## src/rtl/ex_result_stage.sv

```systemverilog
// rtl/ex_result_stage.sv - execute result 2-entry skid buffer and Z/N/V flag register
// Ports:
//   clk, rst_n          clock, asynchronous active-low reset
//   in_valid/in_ready   upstream result handshake
//   in_result, in_ovfl, in_opcode, in_dst, in_wr_en   result beat and flag sources
//   flush               drop every buffered result and any beat offered this cycle
//   out_valid/out_ready downstream handshake; out_result/out_dst/out_wr_en head entry
//   flag_z/flag_n/flag_v architectural flags, updated in program order on accept
module ex_result_stage #(
  parameter int DW = 16,
  parameter int RW = 4
) (
  input  logic          clk,
  input  logic          rst_n,
  input  logic          in_valid,
  output logic          in_ready,
  input  logic [DW-1:0] in_result,
  input  logic          in_ovfl,
  input  logic [3:0]    in_opcode,
  input  logic [RW-1:0] in_dst,
  input  logic          in_wr_en,
  input  logic          flush,
  output logic          out_valid,
  input  logic          out_ready,
  output logic [DW-1:0] out_result,
  output logic [RW-1:0] out_dst,
  output logic          out_wr_en,
  output logic          flag_z,
  output logic          flag_n,
  output logic          flag_v
);

  typedef enum logic [1:0] {
    EMPTY = 2'd0,
    ONE   = 2'd1,
    TWO   = 2'd2
  } state_t;

  state_t        state, state_nxt;
  logic [DW-1:0] main_result, skid_result;
  logic [RW-1:0] main_dst, skid_dst;
  logic          main_wr_en, skid_wr_en;
  logic          accept, drain;
  logic          load_main_in, load_skid_in, skid_to_main;
  logic          upd_z, upd_nv, flag_we;

  // in_ready is a pure state decode so it never combinationally depends on out_ready.
  assign in_ready   = (state != TWO);
  assign out_valid  = (state != EMPTY);
  assign accept     = in_valid & in_ready;
  assign drain      = out_valid & out_ready;
  assign out_result = main_result;
  assign out_dst    = main_dst;
  assign out_wr_en  = main_wr_en;

  always_comb begin
    state_nxt    = state;
    load_main_in = 1'b0;
    load_skid_in = 1'b0;
    skid_to_main = 1'b0;
    if (flush) begin
      state_nxt = EMPTY;
    end else begin
      case (state)
        EMPTY: if (accept) begin
          state_nxt    = ONE;
          load_main_in = 1'b1;
        end
        ONE: begin
          if (accept && drain) begin
            load_main_in = 1'b1;
          end else if (accept) begin
            state_nxt    = TWO;
            load_skid_in = 1'b1;
          end else if (drain) begin
            state_nxt = EMPTY;
          end
        end
        TWO: if (drain) begin
          state_nxt    = ONE;
          skid_to_main = 1'b1;
        end
        default: state_nxt = EMPTY;
      endcase
    end
  end

  // Which flags the producing opcode is allowed to touch.
  always_comb begin
    upd_z  = 1'b0;
    upd_nv = 1'b0;
    case (in_opcode)
      4'b0000, 4'b0001: begin
        upd_z  = 1'b1;
        upd_nv = 1'b1;
      end
      4'b0010, 4'b0100, 4'b0101, 4'b0110: upd_z = 1'b1;
      default: ;
    endcase
  end

  // A beat offered alongside flush is dropped, so it must not reach the flags either.
  assign flag_we = accept & ~flush;

  always_ff @(posedge clk or negedge rst_n) begin
    if (!rst_n) begin
      state       <= EMPTY;
      main_result <= '0;
      main_dst    <= '0;
      main_wr_en  <= 1'b0;
      skid_result <= '0;
      skid_dst    <= '0;
      skid_wr_en  <= 1'b0;
      flag_z      <= 1'b0;
      flag_n      <= 1'b0;
      flag_v      <= 1'b0;
    end else begin
      state <= state_nxt;
      if (load_main_in) begin
        main_result <= in_result;
        main_dst    <= in_dst;
        main_wr_en  <= in_wr_en;
      end else if (skid_to_main) begin
        main_result <= skid_result;
        main_dst    <= skid_dst;
        main_wr_en  <= skid_wr_en;
      end
      if (load_skid_in) begin
        skid_result <= in_result;
        skid_dst    <= in_dst;
        skid_wr_en  <= in_wr_en;
      end
      if (flag_we && upd_z) flag_z <= (in_result == '0);
      if (flag_we && upd_nv) begin
        flag_n <= in_result[DW-1];
        flag_v <= in_ovfl;
      end
    end
  end

endmodule
```

## config.mk

```make
export PLATFORM = sky130hd
export DESIGN_NAME = ex_result_stage
export DESIGN_NICKNAME = d
export VERILOG_FILES = /design/src/rtl/ex_result_stage.sv
export SDC_FILE = /design/constraint.sdc
export NUM_CORES = 1
export LEC_CHECK = 0
export CORE_AREA = 2 2 64 66
export DETAILED_ROUTE_END_ITERATION = 10
export DIE_AREA = 0 0 66 68
export DONT_BUFFER_PORTS = 1
export GPL_TIMING_DRIVEN = 0
export PLACE_DENSITY = 0.75
export SETUP_SLACK_MARGIN = 0.3
export SLEW_MARGIN = 25
export SYNTH_ARGS = -nofsm -noshare
export SYNTH_HDL_FRONTEND = slang
export SYNTH_SLANG_ARGS = --single-unit
```

## constraint.sdc

```tcl
create_clock -name clk -period 1.7 [get_ports clk]
set_input_delay 0.34 -clock clk [delete_from_list [all_inputs] [get_ports clk]]
set_output_delay 0.34 -clock clk [all_outputs]
set_load 0.005 [all_outputs]
```

==> flow_summary.yaml <==
setup_path:
  path_buf_inv: 2
  critical_path_class: "reg -> out"
  cp_slowest_cell: "dfrtp_1"
  critical-path-max-stage-delay_ns: 0.38
  start_kind: "register"
  critPathTopFamily: "flip-flops"
  worst_setup_path_end_kind: "output port"
  cp_max_fo: 4
  cp.required_ns: 1.36
  crit_top_cell: "buf_4"
  cp.arrival_ns: 1.23
  crit_chain: "buf_4, buf_4, or2_2"
finish:
  final_area_mm2: 0.00249
  area_growth_syn_to_layout_pct: 10.6
  final_common_cell: "dfrtp_1"
  nNetsFinal: 187
  final_layout_size_suffix_gt1_share_pct: 56.7
  antenna_cells: 0
  final_cell_mix: "46 x dfrtp_1, 37 x mux2_4, 28 x mux2_2"
floorplan:
  die-height_um: 68
  start_util_pct: 58.3
  rows: 23
  die_x_um: 66
  io_pins: 57
  dieArea_mm2: 0.00449
  core_area_mm2: 0.00386
timing:
  fin_crit_ns: 1.57
  final_hold_viol_count: 47
  finalSetupViolations: 0
  clock_skew_ns: 0.00309
  hold_ws_ns: -0.268
  report.final.slew_viol_count: 0
  period_share_pct: 92.3
  worst-slew-pin-transition_ns: 0.371
  finalSetupTns_ns: 0
  fmax_mhz: 637
  relSlewSlack_pct: 75.0
  rsz0062_at_grt: "yes"
detailed_routing:
  drt_iter0_drc: 77
  drc: 0
  finalWirelength_mm: 4.09
  wl_per_cell_um: 19.8
  antenna_left: 0
  vias: 1183
  drt_first_pass_iters: 2
  viasPerCell: 5.71
synthesis:
  ys_types: 22
  syn-cell-area_mm2: 0.00225
  synth_edf_count: 0
  postSynth.asyncResetShare_pct: 100
  ys_seq_elements: 47
  yosysSeqAreaShare_pct: 52.3
  yosysWarnings: 0
  syn-mean-instance-area_um2: 15.6
  syn_nets: 175
  syn_inst: 144
  synth-main-ff-cell: "dfrtp_1"
status:
  violations: "hold timing"
  status: "complete, but fails checks"
clock_network:
  cts_tree: "yes"
  clockBufferDepth: 2
  clk_latency_ns: 0.30
  numCtsBuffers: 5
  root_buffer: "clkbuf_8"
  h-tree-depth: 2
  cts.sinks: 47
  clkSlewWorstSetupHoldPaths_ns: 0.08
run:
  cap_viol_max_count: 0
global_route:
  grt_start_max_net_pins: 48
  grt_pass1_vias: 1310
  grt_pass1_wl_mm: 6.50
  antenna_found_initial: 0
  grt_util_all_layers_pct: 20.2
  grt-ovfl-total: 0
hold_path:
  hold_class: "in -> async"
power:
  pwr_density_cell_mw_per_mm2: 1100
  p_leak_nw: 1.14
  ir_drop_mv: 0.777
place:
  dpl_cell_area_mm2: 0.00234
  place_hpwl_mm: 2.91
  globalplace.congestion: 0.724
  io_buffers: 0
==> sequential cells by signal (all words and copies together), names as in the netlist <==
register	count
out_dst	4
out_result	16
flag_v	1
skid_dst	4
skid_result	16
skid_wr_en	1
flag_z	1
flag_n	1
state	2
out_wr_en	1
==> metal layers <==
metal / track usage (%) / routed length, µm / vias up
met2: 33.5 / 2080 / 37
met1: 23.7 / 1620 / 596
li1: - / - / 544
met4: 7.65 / 61 / 0
met5: 0 / 0 / -
met3: 8.22 / 339 / 6
==> cells by family (layout without fill, tap and decap cells) <==
| kind of cell | Yosys count | after routing | synth area share, % |
|---|---|---|---|
| multiplexers | 67 | 67 | 38.3 |
| flip-flops | 47 | 47 | 52.3 |
| AND/OR/NAND/NOR | 18 | 18 | 5.18 |
| buffers and inverters | 8 | 21 | 3.01 |
| AO/OA/AOI/OAI | 4 | 4 | 1.22 |
==> cells in the mapped netlist, types with 2 or more instances <==
cell / number / area [µm²]
nand3_1: 2 / 10.0
inv_1: 2 / 7.51
buf_12: 2 / 40.0
dfrtp_1: 47 / 1180
nor4_1: 4 / 25.0
mux2_4: 29 / 435
nand2_1: 2 / 7.51
nor2_1: 2 / 7.51
mux2_2: 36 / 405
mux2i_1: 2 / 20.0
buf_2: 4 / 20.0
nor3b_1: 2 / 15.0
==> path summary, 6_finish.rpt <==
check,startpoint,to,slack [ns],cells after the start
max reg2reg,state[0],out_dst[1],0.14,4
min reg2reg,skid_result[2],skid_result[2],0.51,1
min,rst_n,state[1],-0.27,0
max in group asynchronous,rst_n,skid_result[2],1.89,0
min in group clk,flush,state[1],0.13,1
max,state[0],out_valid,0.13,3
==> stage by stage <==
| stage | cells | power (mW) | hold slack [ns] | util (%) | worst slack [ns] |
|---|---|---|---|---|---|
| 2_1_floorplan | 144 | 1.99 | 0.0444 | - | 0.140 |
| 3_3_place_gp | 194 | 2.05 | 0.0457 | 60.6 | 0.0815 |
| 3_5_place_dp | 194 | 2.10 | 0.0454 | 60.6 | 0.0606 |
| 4_1_cts | 207 | 2.75 | -0.283 | 64.3 | 0.0989 |
| 5_1_grt | 207 | 2.87 | -0.289 | 64.5 | 0.0797 |
| 6_report | 207 | 2.73 | -0.268 | 64.5 | 0.131 |
==> power by group <==
group / switching [mW] / internal [mW] / leakage, nW
Sequential: 0.173 / 1.38 / 0.568
Combinational: 0.134 / 0.405 / 0.533
Clock: 0.346 / 0.289 / 0.0422
==> timing repair <==
item	CTS	global route
cloned	0	0
hold endpoints to repair	47	47
pin swaps	2	2
resized for setup	7	3
setup endpoints to repair	42	46
buffers inserted	5	0
==> layout make-up <==
| cell class | instances | area [µm²] |
|---|---|---|
| fillers | 291 | 1370 |
| flip-flops and latches | 47 | 1180 |
| multi-input cells | 89 | 1040 |
| plain buffers | 6 | 77.6 |
| clock buffers | 7 | 76.3 |
| well taps | 50 | 62.6 |
| repair buffers | 5 | 37.5 |
| inverters | 2 | 7.51 |
| clock inverters | 1 | 5.00 |
Note: power is estimated with default switching activity, not from simulation.
